## src/rtl/bias_pkg.sv

```systemverilog
// Shared bias-path constants and the loader state type.
// Used by bias_loader and bias_store, so both agree on beat and group geometry.
package bias_pkg;
   localparam int BIAS_W          = 32;
   localparam int BIASES_PER_BEAT = 4;
   localparam int BIAS_BEAT_W     = BIAS_W * BIASES_PER_BEAT;
   localparam int BEATS_PER_OG    = 2;

   typedef enum logic [1:0] {IDLE, ADDR_RST, STREAM, DONE} bias_ld_state_t;
endpackage

```

## src/rtl/bias_loader_if.sv

```systemverilog
// AXI-Stream bias beat channel from the layer DMA into bias_loader.
interface bias_loader_if;
   import bias_pkg::*;

   logic [BIAS_BEAT_W-1:0] tdata;
   logic                   tvalid;
   logic                   tlast;
   logic                   tready;

   modport master (output tdata, output tvalid, output tlast, input tready);
   modport slave  (input tdata, input tvalid, input tlast, output tready);
endinterface

```

## src/rtl/bias_loader.sv

```systemverilog
// bias_loader: sequences a 2-beat-per-OG bias stream into the bias_store write port.
// One wr_addr_rst pulse per load, then one registered write per accepted beat,
// so OG k lands at words 2k and 2k+1.
// Optional macro BIAS_LOADER_TLAST_CHECK_EN: flag tlast on the wrong beat in cfg_err.
module bias_loader
   import bias_pkg::*;
#(
   parameter int MAX_DEPTH  = 256,
   parameter int ADDR_WIDTH = $clog2(MAX_DEPTH),
   parameter int MAX_OGS    = MAX_DEPTH / 2
) (
   input  logic                   clk,
   input  logic                   rst_n,
   input  logic                   start,
   input  logic [ADDR_WIDTH-1:0]  cfg_num_ogs,
   bias_loader_if.slave           s_axis,
   output logic                   wr_en,
   output logic [BIAS_BEAT_W-1:0] wr_data,
   output logic                   wr_addr_rst,
   output logic                   busy,
   output logic [ADDR_WIDTH-1:0]  ogs_loaded,
   output logic                   done,
   output logic                   cfg_err
);

   localparam logic [ADDR_WIDTH-1:0] MAX_OGS_W = ADDR_WIDTH'(MAX_OGS);
   localparam logic [ADDR_WIDTH-1:0] ONE_OG    = ADDR_WIDTH'(1);
   localparam logic [ADDR_WIDTH:0]   ONE_BEAT  = (ADDR_WIDTH+1)'(1);

   bias_ld_state_t        r_state;
   logic                  r_tready;
   // Beat counter is one bit wider than the address so 2*MAX_OGS cannot wrap
   logic [ADDR_WIDTH:0]   r_beat;
   logic [ADDR_WIDTH:0]   r_last_beat;

   logic [ADDR_WIDTH-1:0] w_n;
   logic                  w_accept;
   logic                  w_last;
   logic                  w_tlast_err;

   assign w_n           = (cfg_num_ogs > MAX_OGS_W) ? MAX_OGS_W : cfg_num_ogs;
   assign w_accept      = s_axis.tvalid && r_tready;
   assign w_last        = (r_beat == r_last_beat);
   assign s_axis.tready = r_tready;

`ifdef BIAS_LOADER_TLAST_CHECK_EN
   // tlast must mark exactly the final counted beat; completion still follows the count
   assign w_tlast_err = w_accept && (s_axis.tlast != w_last);
`else
   logic w_unused_tlast;
   assign w_unused_tlast = s_axis.tlast;
   assign w_tlast_err    = 1'b0;
`endif

   // Load FSM with all outputs registered
   always_ff @(posedge clk or negedge rst_n) begin
      if (!rst_n) begin
         r_state     <= IDLE;
         r_tready    <= 1'b0;
         r_beat      <= '0;
         r_last_beat <= '0;
         wr_en       <= 1'b0;
         wr_data     <= '0;
         wr_addr_rst <= 1'b0;
         busy        <= 1'b0;
         ogs_loaded  <= '0;
         done        <= 1'b0;
         cfg_err     <= 1'b0;
      end else begin
         wr_en       <= 1'b0;
         wr_addr_rst <= 1'b0;
         done        <= 1'b0;
         case (r_state)
            IDLE: begin
               busy <= 1'b0;
               // done high means this is the completion cycle: a start here is dropped
               if (start && !done) begin
                  busy        <= 1'b1;
                  cfg_err     <= (cfg_num_ogs > MAX_OGS_W);
                  ogs_loaded  <= '0;
                  r_beat      <= '0;
                  r_last_beat <= (ADDR_WIDTH+1)'(int'(w_n) * BEATS_PER_OG - 1);
                  if (w_n == '0) begin
                     r_state <= DONE;
                  end else begin
                     wr_addr_rst <= 1'b1;
                     r_state     <= ADDR_RST;
                  end
               end
            end
            ADDR_RST: begin
               r_tready <= 1'b1;
               r_state  <= STREAM;
            end
            STREAM: begin
               if (w_accept) begin
                  wr_en   <= 1'b1;
                  wr_data <= s_axis.tdata;
                  r_beat  <= r_beat + ONE_BEAT;
                  // Odd beat closes an OG (two beats per OG); count it with its write
                  if (r_beat[0]) ogs_loaded <= ogs_loaded + ONE_OG;
                  if (w_tlast_err) cfg_err <= 1'b1;
                  if (w_last) begin
                     r_tready <= 1'b0;
                     r_state  <= DONE;
                  end
               end
            end
            DONE: begin
               done    <= 1'b1;
               r_state <= IDLE;
            end
            default: r_state <= IDLE;
         endcase
      end
   end

endmodule
```

## src/flat_wrapper.sv

```systemverilog
// flat-port wrapper written by rule: the top's interface ports become plain ports
module bias_loader_flat import bias_pkg::*;
#(
   parameter int MAX_DEPTH  = 256,
   parameter int ADDR_WIDTH = $clog2(MAX_DEPTH),
   parameter int MAX_OGS    = MAX_DEPTH / 2
)
  (clk, rst_n, start, cfg_num_ogs, wr_en, wr_data, wr_addr_rst, busy, ogs_loaded, done, cfg_err, s_axis_tdata, s_axis_tvalid, s_axis_tlast, s_axis_tready);
  bias_loader_if s_axis_i ();
  input  logic clk;
  input  logic rst_n;
  input  logic start;
  input  logic [ADDR_WIDTH-1:0] cfg_num_ogs;
  output logic wr_en;
  output logic [BIAS_BEAT_W-1:0] wr_data;
  output logic wr_addr_rst;
  output logic busy;
  output logic [ADDR_WIDTH-1:0] ogs_loaded;
  output logic done;
  output logic cfg_err;
  input wire logic [$bits(s_axis_i.tdata)-1:0] s_axis_tdata;
  input wire logic [$bits(s_axis_i.tvalid)-1:0] s_axis_tvalid;
  input wire logic [$bits(s_axis_i.tlast)-1:0] s_axis_tlast;
  output wire logic [$bits(s_axis_i.tready)-1:0] s_axis_tready;
  assign s_axis_i.tdata = s_axis_tdata;
  assign s_axis_i.tvalid = s_axis_tvalid;
  assign s_axis_i.tlast = s_axis_tlast;
  assign s_axis_tready = s_axis_i.tready;
  bias_loader #(.MAX_DEPTH(MAX_DEPTH), .ADDR_WIDTH(ADDR_WIDTH), .MAX_OGS(MAX_OGS)) u_core (.clk(clk), .rst_n(rst_n), .start(start), .cfg_num_ogs(cfg_num_ogs), .s_axis(s_axis_i), .wr_en(wr_en), .wr_data(wr_data), .wr_addr_rst(wr_addr_rst), .busy(busy), .ogs_loaded(ogs_loaded), .done(done), .cfg_err(cfg_err));
endmodule
```

## config.mk

```make
export PLATFORM = sky130hd
export DESIGN_NAME = bias_loader_flat
export DESIGN_NICKNAME = d
export VERILOG_FILES = /design/src/rtl/bias_pkg.sv /design/src/rtl/bias_loader_if.sv /design/src/rtl/bias_loader.sv /design/src/flat_wrapper.sv
export SDC_FILE = /design/constraint.sdc
export NUM_CORES = 1
export LEC_CHECK = 0
export CORE_UTILIZATION = 34
export CTS_BUF_LIST = sky130_fd_sc_hd__clkbuf_4
export CTS_CLUSTER_DIAMETER = 50
export CTS_CLUSTER_SIZE = 25
export DETAILED_ROUTE_END_ITERATION = 10
export PLACE_DENSITY = 0.73
export SLEW_MARGIN = 30
export SYNTH_ARGS = -nofsm -noshare
export SYNTH_HDL_FRONTEND = slang
export SYNTH_SLANG_ARGS = --single-unit
export TNS_END_PERCENT = 100
```

## constraint.sdc

```tcl
create_clock -name clk -period 3.1 [get_ports clk]
set_clock_uncertainty 0.2 [all_clocks]
set_input_delay 0.62 -clock clk [delete_from_list [all_inputs] [get_ports clk]]
set_output_delay 0.62 -clock clk [all_outputs]
set_load 0.01 [all_outputs]
```

==> Yosys cells after proc, flatten, opt, wreduce, memory -nomap -nowiden <==
Cells that the tools add are included.
{ "totals": {"regBits": 162, "input_bits": 141, "out_inout_bits": 142, "wordCells": 59} }
{ "op_classes": {"add_sub_neg": 3, "n_lt_le_gt_ge": 1, "n_eq_ne": 8, "n_mux": 23, "n_reduce_logical": 13} }
{ "op_table": {"columns": ["cell", "n"], "rows": [
  ["two-way mux 8 bit", 4],
  ["two-way mux 9 bit", 2],
  ["one-hot mux 9 bit (2 select lines)", 1],
  ["one-hot mux 8 bit (2 select lines)", 1],
  ["adder 9 x 1 -> 9 bit (second input constant)", 1],
  ["equality test 9 bit", 1],
  ["two-way mux 1 bit", 9],
  ["AND reduction 3 bit", 3],
  ["subtractor 9 x 1 -> 9 bit (second input constant)", 1],
  ["adder 8 x 1 -> 8 bit (second input constant)", 1],
  ["greater-than comparator 8 bit (second input constant)", 1],
  ["logical NOT 8 bit", 1],
  ["two-way mux 2 bit", 4],
  ["!= test 2 x 1 -> 1 bit (second input constant)", 4],
  ["one-hot mux 2 bit (4 select lines)", 1],
  ["equality test 2 bit (second input constant)", 2],
  ["AND reduction 2 bit", 2],
  ["AND reduction 4 bit", 1],
  ["nonzero test 2 bit", 2],
  ["equality test 2 x 1 -> 1 bit (second input constant)", 1],
  ["logical AND 1 bit", 2],
  ["logical NOT 2 bit", 1],
  ["one-hot mux 1 bit (2 select lines)", 1],
  ["logical NOT 1 bit", 1]
]} }

==> Depth between registers and ports, before layout <==
{ "depth": {"depth_word": 6, "mapped_depth": 9, "mapped_depth_nobuf": 7} }

==> Least setup slack after synthesis <==
No wires, ideal clock.
{ "synth_timing": {"path_type": "input to register", "startpoint": "input port cfg_num_ogs[7]", "endpoint": "register u_core.r_last_beat[7]", "setup_ns": 0.095, "arrival_time_ns": 1.727, "t_required_ns": 2.805, "setup_slack_ns": 1.077, "cell_stages": 7, "path_buffers": 1, "path_cell_list": "buf_2 inv_1 nand2_1 ha_1 nor4b_1 xnor2_1 o31ai_1"} }
{ "synth_via": {"elab_chain_cells": 3} }
{ "synth_lines": {"columns": ["element", "line", "text"], "rows": [
  ["start, declared", "flat_wrapper.sv:13", "input logic [ADDR_WIDTH-1:0] cfg_num_ogs;"],
  ["greater-than comparator 8 bit", "bias_loader.sv:41", "assign w_n = (cfg_num_ogs > MAX_OGS_W) ? MAX_OGS_W : cfg_num_ogs;"],
  ["two-way mux 8 bit", "bias_loader.sv:41", null],
  ["subtractor 9 x 1 -> 9 bit", "bias_loader.sv:82", "r_last_beat <= (ADDR_WIDTH+1)'(int'(w_n) * BEATS_PER_OG - 1);"],
  ["end signal, assigned", "bias_loader.sv:82", null],
  ["end, declared", "bias_loader.sv:34", "logic [ADDR_WIDTH:0] r_last_beat;"]
]} }
No other way between the ends.
A chain may end at the register's enable or synchronous reset.

==> Worst setup path after layout <==
{ "layout_timing": {"startpoint": "register u_core.r_state[0]", "endpoint": "register u_core.wr_data[76]"} }
{ "layout_via": {"elab_chain_cells": 2} }
{ "layout_lines": {"columns": ["element", "line", "text"], "rows": [
  ["start, declared", "bias_loader.sv:30", "bias_ld_state_t r_state;"],
  ["start signal, assigned", "bias_loader.sv:58", "r_state <= IDLE;"],
  ["start signal, assigned", "bias_loader.sv:84", "r_state <= DONE;"],
  ["start signal, assigned", "bias_loader.sv:87", "r_state <= ADDR_RST;"],
  ["equality test 2 bit", "bias_loader.sv:73", "case (r_state)"],
  ["AND reduction 2 bit (no source line)", null, null],
  ["end signal, assigned", "bias_loader.sv:98", "wr_data <= s_axis.tdata;"],
  ["end, declared", "bias_loader.sv:18", "output logic [BIAS_BEAT_W-1:0] wr_data,"]
]} }
No other way between the ends.

==> results.json <==
{
  "outcome": "finished clean",
  "drv_slew": 0,
  "final_cells": 1020,
  "row_count": 50,
  "ys_warn_count": 0,
  "antenna_left": 0,
  "dp_hpwl_mm": 12.1,
  "synth_area_um2": 6570,
  "cts_sinks": 162,
  "path_cells": "inv_1 > ha_1 > and3_4 > buf_4 > mux2_2",
  "synth_fp_nets": 607,
  "cp.arrival_ns": 2.66,
  "synth_edf_count": 0,
  "synth_seq_cells": 162,
  "cp_num_buf_inv": 2,
  "io_buffers": 281,
  "numCtsBuffers": 17,
  "grt_pass1_wl_mm": 26.0,
  "clkTransAtPathRegs_ns": 0.15,
  "start_util_pct": 34.9,
  "yosysUniqueCellTypes": 38,
  "rsz0062_at_grt": "no",
  "fmax_mhz": 412,
  "grt_max_degree": 68,
  "finalHoldViolCount": 0,
  "syn_to_final_growth_pct": 52.2,
  "p_total_mw": 9.01,
  "route.detailed.drc": 0,
  "nFillCells": 1584,
  "required_ns": 3.33,
  "min-delay-path-class": "reg2reg",
  "p_leak_nw": 4.16,
  "crit_path_end_kind": "register",
  "synth_flop_cell": "dfrtp_1",
  "syn_inst": 460,
  "layout_min_cycle_time_ns": 2.43,
  "cp_slowest_cell": "and3_4",
  "powerDensity_nw_per_um2": 901,
  "max_cap_violations": 0,
  "wl_mm": 16.4,
  "antenna_found_initial": 0,
  "setup_slack_ns": 0.672,
  "post-route-period-util_pct": 78.3,
  "core-area_um2": 18800,
  "setup_viol": 0,
  "dp.cells": 987,
  "layout-drive-gt1-share_pct": 23.3,
  "cpLargestDelayFamily": "buffers and inverters",
  "io_pins": 283,
  "irDropWorstVdd_mv": 0.475,
  "die_x_um": 141,
  "setup_tns_ns": 0,
  "nNetsFinal": 894,
  "first_pass_iters": 4,
  "clock_latency_ns": 0.55,
  "tritoncts": "built",
  "die-height_um": 141,
  "yosysSeqAreaShare_pct": 61.7,
  "syn-mean-instance-area_um2": 14.3,
  "worstSetupPathType": "reg2reg",
  "routed_via_density": 4.63,
  "gr-total-overflow": 0,
  "grt_pass1_vias": 4966,
  "cts-htree-levels": 4,
  "wl_per_cell_um": 16.1,
  "cts_setup_buffers": 0,
  "slowest_delay_ns": 0.48,
  "gp_congestion": 0.788,
  "gr-usage-all-layers_pct": 16.9,
  "drt_iter0_markers": 207,
  "ctsRootBufferMaster": "clkbuf_4",
  "synthArstFlopShare_pct": 100,
  "crit_path_max_fanout": 25,
  "critPathLaunchType": "register",
  "die_area_um2": 19900,
  "slew_headroom_pct": 59.2,
  "worstMarginPinSlew_ns": 0.612,
  "pre_cts_ws_ns": 0.408,
  "antennaDiodeCount": 0,
  "vias": 4719,
  "clock_path_buffers": 2
}
[worst reg2reg max path, stage by stage (launching register included)]
cell and delay, ns:
dfrtp_1 0.41, inv_1 0.10, ha_1 0.36, and3_4 0.48
buf_4 0.39, mux2_2 0.38
[layout by cell type (no fill, tap or decap), types with 2 or more instances in the layout]
| cell type | n |
|---|---|
| xor2_1 | 16 |
| clkdlybuf4s50_1 | 280 |
| and3_1 | 5 |
| nor2_1 | 19 |
| a31oi_1 | 2 |
| mux2_2 | 129 |
| nand2b_1 | 3 |
| nand2_1 | 16 |
| and4_1 | 2 |
| clkinvlp_4 | 2 |
| buf_4 | 8 |
| ha_1 | 6 |
| bufinv_16 | 2 |
| a21oi_1 | 6 |
| xnor2_1 | 6 |
| a211oi_1 | 3 |
| a22o_1 | 2 |
| nand4_1 | 10 |
| buf_12 | 3 |
| inv_1 | 7 |
| nand3_1 | 5 |
| dfrtp_1 | 162 |
| inv_6 | 6 |
| inv_8 | 2 |
| o21ai_0 | 15 |
| clkbuf_4 | 18 |
| o31ai_1 | 2 |
| nor3_1 | 4 |
| clkinv_4 | 2 |
[metal layers]
layer	track usage, %	part of all wire [%]	wire length, µm
met5	0	0	0
met4	6.46	1.7	278
met3	6.35	8.9	1460
met2	28.5	49	8020
met1	19.5	41	6650
[where the power goes]
group          internal, mW  total (mW)  leakage (nW)  switching [mW]
clock                 0.517        1.34         0.159           0.822
combinational          2.56        4.12          2.03            1.56
sequential             3.05        3.55          1.97           0.503
[path summary, 6_finish.rpt]
| kind | from | end | slack [ns] | cells after the start |
|---|---|---|---|---|
| setup / recovery | u_core.r_state[0] | u_core.wr_data[76] | 0.67 | 5 |
| hold / removal | u_core.r_last_beat[0] | u_core.r_last_beat[0] | 0.30 | 1 |
| setup reg to reg | u_core.r_state[0] | u_core.wr_data[76] | 0.67 | 5 |
| hold reg to reg | u_core.r_last_beat[0] | u_core.r_last_beat[0] | 0.30 | 1 |
| max in group asynchronous | rst_n | u_core.wr_data[92] | 1.45 | 3 |
| min in group asynchronous | rst_n | u_core.wr_data[94] | 0.41 | 2 |
[cell type report]
cell class	instances	area (µm²)	share of cell area, %
clock inverters	14	168	1.68
repair buffers	293	2940	29.5
multi-input cells	266	2340	23.4
inverters	7	26.3	0.263
clock buffers	18	135	1.35
well taps	260	325	3.26
flip-flops and latches	162	4050	40.6
[flip-flops by register name, summed over array words and instances (netlist names)]
name,flops
u_core.cfg_err,1
u_core.busy,1
u_core.ogs_loaded,8
u_core.s_axis.tready,1
u_core.r_state,2
u_core.r_beat,9
u_core.done,1
u_core.wr_data,128
u_core.wr_addr_rst,1
u_core.r_last_beat,9
u_core.wr_en,1
[stage by stage]
step	instance area [µm²]	hold WS, ns	util (%)
4_1_cts	9990	0.311	53.1
3_5_place_dp	9680	0.274	51.4
5_1_grt	9990	0.330	53.1
3_3_place_gp	9680	0.271	51.4
2_1_floorplan	6570	0.124	-
6_report	9990	0.304	53.1
[Yosys cell counts (all sizes together), types with 2 or more instances]
cell | count | area, µm²
dfrtp | 162 | 4050
mux2 | 130 | 1470
buf | 20 | 134
nor2 | 19 | 71.3
nand2 | 16 | 60.1
xor2 | 16 | 140
o21ai | 15 | 75.1
nand4 | 10 | 62.6
inv | 7 | 26.3
a21oi | 6 | 30.0
and3 | 6 | 37.5
ha | 6 | 75.1
xnor2 | 6 | 52.6
clkbuf | 5 | 18.8
nand3 | 5 | 25.0
a211oi | 4 | 35.0
nor3 | 4 | 20.0
nand2b | 3 | 18.8
a22o | 2 | 17.5
a31oi | 2 | 12.5
and4 | 2 | 17.5
o31ai | 2 | 15.0
[what timing repair did]
action                    CTS  global route
hold endpoints to repair   61             0
resized for setup           0             0
hold buffers                1             0
[cell families after synthesis]
family / Yosys count / synth area share, %
compound gates: 37 / 3.60
xor+xnor: 22 / 2.93
fa+ha+maj: 6 / 1.14
buf+inv: 32 / 2.72
flops: 162 / 61.7
mux: 130 / 22.4
simple gates: 71 / 5.51
No activity file was read; power rests on OpenSTA's default activity.
